File: config.mk
export PLATFORM = sky130hd
export DESIGN_NAME = step_counter_ctrl
export DESIGN_NICKNAME = d
export VERILOG_FILES = /design/src/rtl/step_counter_ctrl.sv
export SDC_FILE = /design/constraint.sdc
export NUM_CORES = 1
export LEC_CHECK = 0
export ABC_AREA = 1
export CAP_MARGIN = 20
export CELL_PAD_IN_SITES_DETAIL_PLACEMENT = 1
export CELL_PAD_IN_SITES_GLOBAL_PLACEMENT = 1
export CORE_MARGIN = 2
export CORE_UTILIZATION = 43
export CTS_BUF_LIST = sky130_fd_sc_hd__clkbuf_8 sky130_fd_sc_hd__clkbuf_16
export DETAILED_ROUTE_END_ITERATION = 7
export DONT_BUFFER_PORTS = 1
export PLACE_DENSITY_LB_ADDON = 0.1
export SLEW_MARGIN = 10
export SYNTH_ARGS = -nofsm -noshare
export SYNTH_HDL_FRONTEND = slang
export SYNTH_SLANG_ARGS = --single-unit
File: constraint.sdc
create_clock -name clk -period 1.68 [get_ports clk]
set_input_delay 0.252 -clock clk [delete_from_list [all_inputs] [get_ports clk]]
set_output_delay 0.252 -clock clk [all_outputs]
set_load 0.02 [all_outputs]
File: src/rtl/step_counter_ctrl.sv
// rtl/step_counter_ctrl.sv - job controller driving an external step counter
module step_counter_ctrl (
  input  logic       clk,
  input  logic       reset,
  input  logic       start,
  input  logic       abort,
  input  logic [3:0] seed,
  input  logic [1:0] mode,
  input  logic [3:0] steps,
  input  logic [3:0] target,
  input  logic       target_en,
  input  logic [3:0] count,
  output logic       load,
  output logic [3:0] data_in,
  output logic       count_en,
  output logic [1:0] c,
  output logic       busy,
  output logic       done,
  output logic       hit
);

  typedef enum logic [1:0] {
    IDLE = 2'd0,
    LOAD = 2'd1,
    RUN  = 2'd2,
    DONE = 2'd3
  } state_t;

  state_t     state_q, state_d;
  logic [3:0] remaining_q, remaining_d;
  logic [3:0] seed_q, seed_d;
  logic [1:0] mode_q, mode_d;
  logic [3:0] target_q, target_d;
  logic       target_en_q, target_en_d;
  logic       hit_q, hit_d;

  logic       in_run;
  logic       match;

  // Early-stop compare against the fed-back counter value, only meaningful in RUN
  always_comb begin
    in_run = (state_q == RUN);
    match  = in_run & target_en_q & (count == target_q);
  end

  // Counter-facing strobes; abort suppresses them in the cycle it is seen
  always_comb begin
    load     = (state_q == LOAD) & ~abort;
    data_in  = (state_q == LOAD) ? seed_q : 4'd0;
    count_en = in_run & ~abort & ~match & (remaining_q != 4'd0);
    // The illegal step code is mapped to hold so the counter never sees it
    if (in_run) begin
      c = (mode_q == 2'b10) ? 2'b11 : mode_q;
    end else begin
      c = 2'b11;
    end
    busy = (state_q == LOAD) | in_run;
    done = (state_q == DONE);
    hit  = hit_q;
  end

  // Next-state and job-register update
  always_comb begin
    state_d     = state_q;
    remaining_d = remaining_q;
    seed_d      = seed_q;
    mode_d      = mode_q;
    target_d    = target_q;
    target_en_d = target_en_q;
    hit_d       = hit_q;
    case (state_q)
      IDLE: begin
        if (start) begin
          seed_d      = seed;
          mode_d      = mode;
          target_d    = target;
          target_en_d = target_en;
          remaining_d = steps;
          hit_d       = 1'b0;
          state_d     = LOAD;
        end
      end
      LOAD: begin
        if (abort || (remaining_q == 4'd0)) begin
          state_d = DONE;
        end else begin
          state_d = RUN;
        end
      end
      RUN: begin
        if (abort) begin
          hit_d   = 1'b0;
          state_d = DONE;
        end else if (match) begin
          // Match wins over exhaustion: stop without issuing a step this cycle
          hit_d   = 1'b1;
          state_d = DONE;
        end else if (remaining_q != 4'd0) begin
          remaining_d = remaining_q - 4'd1;
          if (remaining_q == 4'd1) begin
            state_d = DONE;
          end
        end else begin
          state_d = DONE;
        end
      end
      DONE: begin
        state_d = IDLE;
      end
      default: begin
        state_d = IDLE;
      end
    endcase
  end

  // State and job registers; reset returns everything to an idle, empty job
  always_ff @(posedge clk or negedge reset) begin
    if (!reset) begin
      state_q     <= IDLE;
      remaining_q <= 4'd0;
      seed_q      <= 4'd0;
      mode_q      <= 2'b11;
      target_q    <= 4'd0;
      target_en_q <= 1'b0;
      hit_q       <= 1'b0;
    end else begin
      state_q     <= state_d;
      remaining_q <= remaining_d;
      seed_q      <= seed_d;
      mode_q      <= mode_d;
      target_q    <= target_d;
      target_en_q <= target_en_d;
      hit_q       <= hit_d;
    end
  end

endmodule

After elaboration in Yosys (flattened, before gate mapping)
Index checks and enable logic that the tools add are counted.
Operators by class
  add/sub/neg operators: 1
  $mul: 0
  div/mod/pow operators: 0
  magnitude comparators: 0
  eq/ne operators: 12
  shift operators: 0
  multiplexer cells: 19
  bitwise gates (word level): 9
  reduce and logical (&&, ||, !) cells: 9
Operators by type and width (number)
  $mux W4: 5
  $mux W2: 7
  $pmux W2 S4: 1
  $pmux W4 S2: 1
  $and A1 B1 Y1: 6
  $eq A2 B2 Y1 const B: 3
  $ne A2 B2 Y1 const B: 3
  $ne A5 B4 Y1 const B: 1
  $reduce_and A5 Y1: 1
  $eq A4 B1 Y1 const B: 1
  $eq A4 B4 Y1: 1
  $logic_not A4 Y1: 1
  $mux W1: 4
  $reduce_and A2 Y1: 2
  $reduce_bool A4 Y1: 1
  $sub A4 B1 Y4 const B: 1
  $ne A3 B2 Y1 const B: 1
  $reduce_and A3 Y1: 1
  $eq A2 B1 Y1 const B: 1
  $logic_not A2 Y1: 1
  $ne A2 B1 Y1 const B: 1
  $not A1 Y1: 2
  $pmux W1 S2: 1
  $reduce_bool A2 Y1: 1
  2 further kinds: 2
Storage, ports and cells
  register bits after elaboration: 18
  latch bits: 0
  bits in writable memories: 0
  memory bits (read-only): 0
  bits of input ports: 23
  output and inout bits: 11
  logic and storage cells: 57
  memories: 0

Longest topological paths before layout
Gate-level depths: netlist (run 1).
  word-level depth: 6
  gate-level depth with buffers: 11
  mapped depth without buffers: 11

Worst setup path after synthesis (run 1)
Ideal clock, no wire load.
  path kind: register to output
  start point: register state_q[0]
  end point: output count_en
  data arrival time: 1.439 ns
  data required time: 1.428 ns
  path slack: -0.011 ns
  stages on the path, launching flop included: 7
  path buffers: 0
  cell sequence: dfrtp_1 -> inv_1 -> ha_1 -> inv_2 -> nor2_1 -> nand2_1 -> a21oi_1
On the way
  cells in the longest elaborated chain, start to end: 6
  elaborated cells between the ends (all ways): 7
  classes of those cells: eq/ne (1); bitwise (6)
RTL lines
  start: declaration: RTL line 29  | state_t state_q, state_d;
  start signal: assignment: RTL line 127  | state_q <= state_d;
  $eq A2 B2 Y1 (*): RTL line 42  | in_run = (state_q == RUN);
  $and A1 B1 Y1 (2 in series): RTL line 43  | match = in_run & target_en_q & (count == target_q);
  $not A1 Y1: RTL line 50  | count_en = in_run & ~abort & ~match & (remaining_q != 4'd0);
  $and A1 B1 Y1 (*) (2 in series): RTL line 50
  end: declaration: RTL line 15  | output logic count_en,
Mark *: on every way between the ends. The rest lies on a longest branch, timed or not.

Worst setup path in the final report (run 1)
  start point: register state_q[1]
  end point: output count_en
The elaborated chain is that of the path after synthesis.

==> results of run 1 <==
==> final cells by class <==
cell class              instances  area share [%]
clock buffers                   4           4.116
inverters                      24           7.016
multi-input cells             106           43.50
flip-flops and latches         18           33.96
well taps                      30           2.806
repair buffers                 15           8.606
==> report_power, final <==
| part | total, mW | switching, mW | internal, mW |
|---|---|---|---|
| clock | 0.364 | 0.155 | 0.209 |
| combinational | 1.50 | 0.929 | 0.567 |
| sequential | 0.809 | 0.143 | 0.666 |
| total | 2.67 | 1.23 | 1.44 |
==> flip-flops by register name, summed over array words and instances (netlist names) <==
name         cells
remaining_q      4
target_q         4
seed_q           4
target_en_q      1
state_q          2
hit              1
mode_q           2
==> repair_timing <==
action	in CTS	in global routing
setup endpoints to repair	3	10
buffers inserted	2	4
hold buffers	1	0
gates resized for setup	8	6
hold endpoints to repair	18	0
pin swaps	0	3
==> worst max-delay path by stage <==
stage                         from              to  slack (ns)  cells past startpoint
finish                  state_q[1]        count_en        0.06                      6
global placement        state_q[1]  remaining_q[1]        0.17                      9
CTS                     state_q[1]            load        0.01                      4
detailed placement      state_q[0]        count_en        0.11                      7
global route        remaining_q[0]        count_en       -0.01                      6
floorplan               state_q[0]        count_en         0.1                      6
==> critical path: stages (launching register included) <==
cell and delay, ns:
dfrtp_2 0.45, ha_4 0.19, nand3_1 0.09, nor2_2 0.05, nand2_2 0.07, nand2_2 0.07
a21oi_4 0.19
==> metrics by stage <==
stage / util, % / hold WS (ns)
final: 54.99 / 0.08335
after global routing: 54.99 / 0.07287
after CTS: 53.04 / 0.08121
after detailed placement: 48.56 / -0.04313
after global placement: 48.56 / -0.04320
after floorplan: - / -0.04359
==> cell usage after synthesis <==
| master | count |
|---|---|
| nand2_4 | 1 |
| nand4_2 | 1 |
| nor2_1 | 9 |
| buf_2 | 1 |
| dfrtp_1 | 16 |
| a21oi_4 | 1 |
| xor2_1 | 1 |
| o21ai_0 | 12 |
| inv_4 | 1 |
| nand2_2 | 1 |
| inv_1 | 21 |
| nor2_2 | 3 |
| inv_2 | 1 |
| a21oi_1 | 3 |
| or2_2 | 1 |
| nand3_1 | 7 |
| dfstp_2 | 2 |
| clkinv_2 | 1 |
| ha_1 | 7 |
| nand2_1 | 59 |
==> layer usage <==
metal	wire, um	vias to the layer above	part of all wire (%)
li1	-	488	-
met2	1507	23	54
met1	1109	478	40
met3	110	4	4.0
met5	0	-	0
met4	41	0	1.5
==> cells by family after synthesis <==
kind of cell,count (synthesis)
and+or+nand+nor,82
buffers and inverters,25
DFF,18
AOI/OAI and AO/OA,16
adders and majority gates,7
xor gates and xnor gates,1
==> results.py, run 1 <==
metrics = {
    "run_status": {
        "status": "completed",
    },
    "clock_tree": {
        "cts_buffers": 3,
        "tritoncts_num_sinks": 18,
        "root_buffer": "clkbuf_8",
        "insertion_delay_ns": 0.26,
        "htree_levels": 1,
        "clockBufferDepth": 2,
        "cts_tree": "done",
        "clkTransAtPathRegs_ns": 0.07,
    },
    "timing": {
        "max_slew_margin_pct": 45.00,
        "period_minus_slack_ns": 1.624,
        "final-setup-viol-count": 0,
        "hold_viol_final": 0,
        "setup_ws_ns": 0.05561,
        "tightest_slew_ns": 0.8223,
        "tns_ns": 0,
        "fin_skew_ns": 0.005636,
        "max_freq_mhz": 615.6,
        "slew_viol_final": 0,
        "finalCritPeriodShare_pct": 96.69,
    },
    "synth": {
        "synth_top_family_by_area": "simple AND/OR/NAND/NOR gates",
        "synth_compound_area_share_pct": 8.420,
        "synth_mux_area_share_pct": 0,
        "ys_seq_area_share_pct": 41.75,
        "syn-cell-area_um2": 1085,
        "yosys.area.top_type_share_pct": 36.91,
        "syn_avg_cell_area_um2": 7.280,
        "ys_types": 20,
        "yosys_warnings": 0,
        "synthSimpleGateAreaFrac_pct": 31.83,
        "synth-seq-cells": 18,
        "synthXorXnorAreaFrac_pct": 0.8074,
        "syn-num-nets": 179,
        "yosys.area_share.adder_pct": 8.074,
        "syn_inst": 149,
        "synth_top_area_cell": "dfrtp_1",
        "ys_top_cells_by_area": "dfrtp_1, nand2_1, ha_1",
    },
    "routing": {
        "final_antenna_net_count": 0,
        "drtPass1Iterations": 4,
        "drc_errors": 0,
        "vias_per_cell": 5.041,
        "wl_per_cell_um": 14.05,
        "drtIter0Drc": 16,
        "via_count": 993,
        "drt_wl_total_um": 2768,
    },
    "setup_path": {
        "path_class": "reg -> out",
        "rr_startpoint": "state_q[0]",
        "arrival_ns": 1.37,
        "r2r_slack_ns": 0.11,
        "start_kind": "flip-flop",
        "reg2reg_depth": 11,
        "crit_fanout": 5,
        "cp-end-kind": "primary output",
        "cp.required_ns": 1.43,
        "r2r-end": "remaining_q[1]",
    },
    "cells_and_area": {
        "synthToLayoutAreaGrowth_pct": 23.30,
        "nets": 198,
        "stdcell_area_um2": 1338,
        "layout_commonest_cell": "nand2_1",
        "regArea_um2": 454.2,
        "instances_no_fill": 197,
        "antennaDiodeCount": 0,
        "fillers": 308,
        "multi_input_area_um2": 581.8,
        "final_cell_mix": "nand2_1, inv_1, dfrtp_1, buf_4, o21ai_0",
        "drive_gt1_share_pct": 25.75,
    },
    "grt": {
        "grt_pass1_wl_um": 4222,
        "grt.total_usage_pct": 20.53,
        "grt_max_degree": 19,
        "antenna_found_initial": 0,
        "use_met3_pct": 3.825,
        "grt_pass1_vias": 963,
        "grtUsageMet1_pct": 22.85,
        "grt_remaining_overflow": 0,
        "grtUsageMet2_pct": 37.35,
        "busiest_layer": "met2",
    },
    "place": {
        "gp_congestion": 0.7411,
        "postPlaceCellArea_um2": 1181,
        "portBuffers": 0,
        "dp_hpwl_um": 2040,
        "dp_cells": 186,
        "dp_slack_ns": 0.1136,
    },
    "worst_hold_path": {
        "min_path_cells": 2,
        "hold_end": "mode_q[0]",
        "hp-class": "in -> reg",
        "min_from": "mode[0]",
    },
    "power": {
        "powerDensity_nw_per_um2": 1995,
        "peakVddDrop_mv": 1.268,
        "p_leak_nw": 0.7253,
        "finalPower_mw": 2.668,
    },
    "floorplanning": {
        "dieHeight_um": 54.23,
        "die_w_um": 54.23,
        "die_area_um2": 2940,
        "coreArea_um2": 2432,
        "ios": 34,
        "rows": 18,
        "start_util_pct": 44.60,
    },
    "flow_run": {
        "drv_cap": 0,
    },
}
(Power assumes the default switching activity.)
==> run 2: changes to the inputs <==
Settings changed: CORE_UTILIZATION 43 to 40, GPL_TIMING_DRIVEN set to 1.
==> results.py, run 2 (synthesized netlist as in run 1, its figures left out) <==
metrics = {
    "clock_tree": {
        "tritoncts_num_sinks": 18,
        "cts_buffers": 3,
        "clkTransAtPathRegs_ns": 0.07,
        "clockBufferDepth": 2,
        "root_buffer": "clkbuf_8",
        "insertion_delay_ns": 0.25,
        "cts_tree": "done",
        "htree_levels": 1,
    },
    "power": {
        "powerDensity_nw_per_um2": 2008,
        "switching_share_pct": 45.14,
        "p_int_mw": 1.479,
        "power.switching_mw": 1.217,
        "peakVddDrop_mv": 1.219,
        "clkPwrFrac_pct": 13.1,
        "p_comb_share_pct": 56.5,
        "finalPower_mw": 2.695,
        "sequentialPowerShare_pct": 30.3,
        "p_leak_nw": 0.7175,
    },
    "routing": {
        "vias_per_cell": 4.923,
        "drtIter0Drc": 28,
        "top_layer_used": "met4",
        "drt_wl_total_um": 2643,
        "via_count": 960,
        "routed-wl-met2_um": 1436,
        "dr_wl_met3_um": 113,
        "drtPass1Iterations": 4,
        "drc_errors": 0,
        "met1_length_um": 1073,
        "wl_per_cell_um": 13.55,
        "final_antenna_net_count": 0,
    },
    "setup_path": {
        "crit_fanout": 3,
        "start_kind": "flip-flop",
        "arrival_ns": 1.37,
        "path_class": "reg -> out",
        "reg2reg_depth": 10,
        "rr_startpoint": "state_q[1]",
        "cp-startpoint": "target_q[1]",
        "cp.required_ns": 1.43,
        "crit_path_end": "count_en",
        "r2r_slack_ns": 0.16,
        "cp-end-kind": "primary output",
        "r2r-end": "remaining_q[3]",
    },
    "cells_and_area": {
        "antennaDiodeCount": 0,
        "nets": 196,
        "reg_top3": "remaining_q (4), seed_q (4), target_q (4)",
        "instances_no_fill": 195,
        "final_cell_mix": "nand2_1, inv_1, dfrtp_1, o21ai_0, buf_4",
        "fillers": 330,
        "synthToLayoutAreaGrowth_pct": 23.76,
        "drive_gt1_share_pct": 25.45,
        "layout_commonest_cell": "nand2_1",
    },
    "floorplanning": {
        "rows": 18,
        "coreArea_um2": 2522,
        "ios": 34,
        "start_util_pct": 43.01,
        "die_w_um": 56.08,
        "die_area_um2": 3144,
        "dieHeight_um": 56.08,
    },
    "place": {
        "dp_cells": 186,
        "portBuffers": 0,
        "dp_hpwl_um": 2060,
        "dp_slack_ns": 0.08767,
        "gp_congestion": 0.7351,
    },
    "timing": {
        "slew_viol_final": 0,
        "finalCritPeriodShare_pct": 96.68,
        "max_freq_mhz": 615.7,
        "hold_viol_final": 0,
        "period_minus_slack_ns": 1.624,
        "max_slew_margin_pct": 42.80,
        "final-setup-viol-count": 0,
        "fin_skew_ns": 0.004938,
        "tightest_slew_ns": 0.8552,
        "hold_ws_ns": 0.09805,
        "tns_ns": 0,
        "setup_ws_ns": 0.05575,
    },
    "grt": {
        "grt_max_degree": 19,
        "grt_pass1_vias": 1038,
        "grt.total_usage_pct": 17.64,
        "grt_pass1_wl_um": 4347,
        "antenna_found_initial": 0,
        "grt_remaining_overflow": 0,
    },
    "worst_hold_path": {
        "hp-class": "in -> reg",
    },
    "run_status": {
        "status": "completed",
    },
    "flow_run": {
        "drv_cap": 0,
    },
}
==> run 2: cell count changes in the layout (fill, tap and decap cells not counted), sizes merged <==
| cell | before | now |
|---|---|---|
| buf | 14 | 12 |
==> run 2: worst min-delay path by stage <==
stage / to / from / cells after the start / slack, ns
detailed placement: remaining_q[0] / reset / 0 / -0.04
floorplan: hit / reset / 0 / -0.04
global route: mode_q[0] / mode[0] / 2 / 0.08
CTS: mode_q[0] / mode[0] / 2 / 0.09
finish: mode_q[0] / mode[0] / 2 / 0.1
global placement: remaining_q[0] / reset / 0 / -0.04
==> run 2: timing repair <==
action | CTS | global route
resized for setup | 8 | 9
hold buffers | 1 | 0
pin swaps | 0 | 3
hold endpoints to repair | 18 | 0
setup buffers | 2 | 2
setup endpoints to repair | 3 | 8
==> run 2: per-stage QoR <==
step	instance area, um2	util (%)
2_1_floorplan	1089	-
3_3_place_gp	1181	46.83
3_5_place_dp	1181	46.83
4_1_cts	1290	51.14
5_1_grt	1343	53.22
6_report	1343	53.22
==> run 2: per-layer routing <==
metal	vias to the layer above	global-route usage, %
li1	484	-
met1	456	17.72
met2	18	34.45
met3	2	5.814
met4	0	4.082
met5	-	0
==> run 2: critical path: stages (launching register included) <==
cell	delay, ns
dfrtp_1	0.41
o21ai_0	0.25
nor2_2	0.10
nand2_2	0.10
nand2_2	0.07
a21oi_4	0.19
==> run 2: layout make-up <==
class | instances | area [um2] | share of cell area (%)
inverters | 24 | 93.84 | 6.990
well taps | 30 | 37.54 | 2.796
repair buffers | 13 | 100.1 | 7.456
flip-flops and latches | 18 | 454.2 | 33.83
multi-input cells | 106 | 601.8 | 44.83
clock buffers | 4 | 55.05 | 4.101
==> run 2: power groups by stage <==
stage	Clock (mW)	Combinational [mW]	Sequential, mW
final	0.354	1.52	0.818
after global routing	0.389	1.71	0.841
after CTS	0.374	1.41	0.817
after detailed placement	0	1.31	0.818
after global placement	0	1.26	0.798
after floorplan	0	0.979	0.784
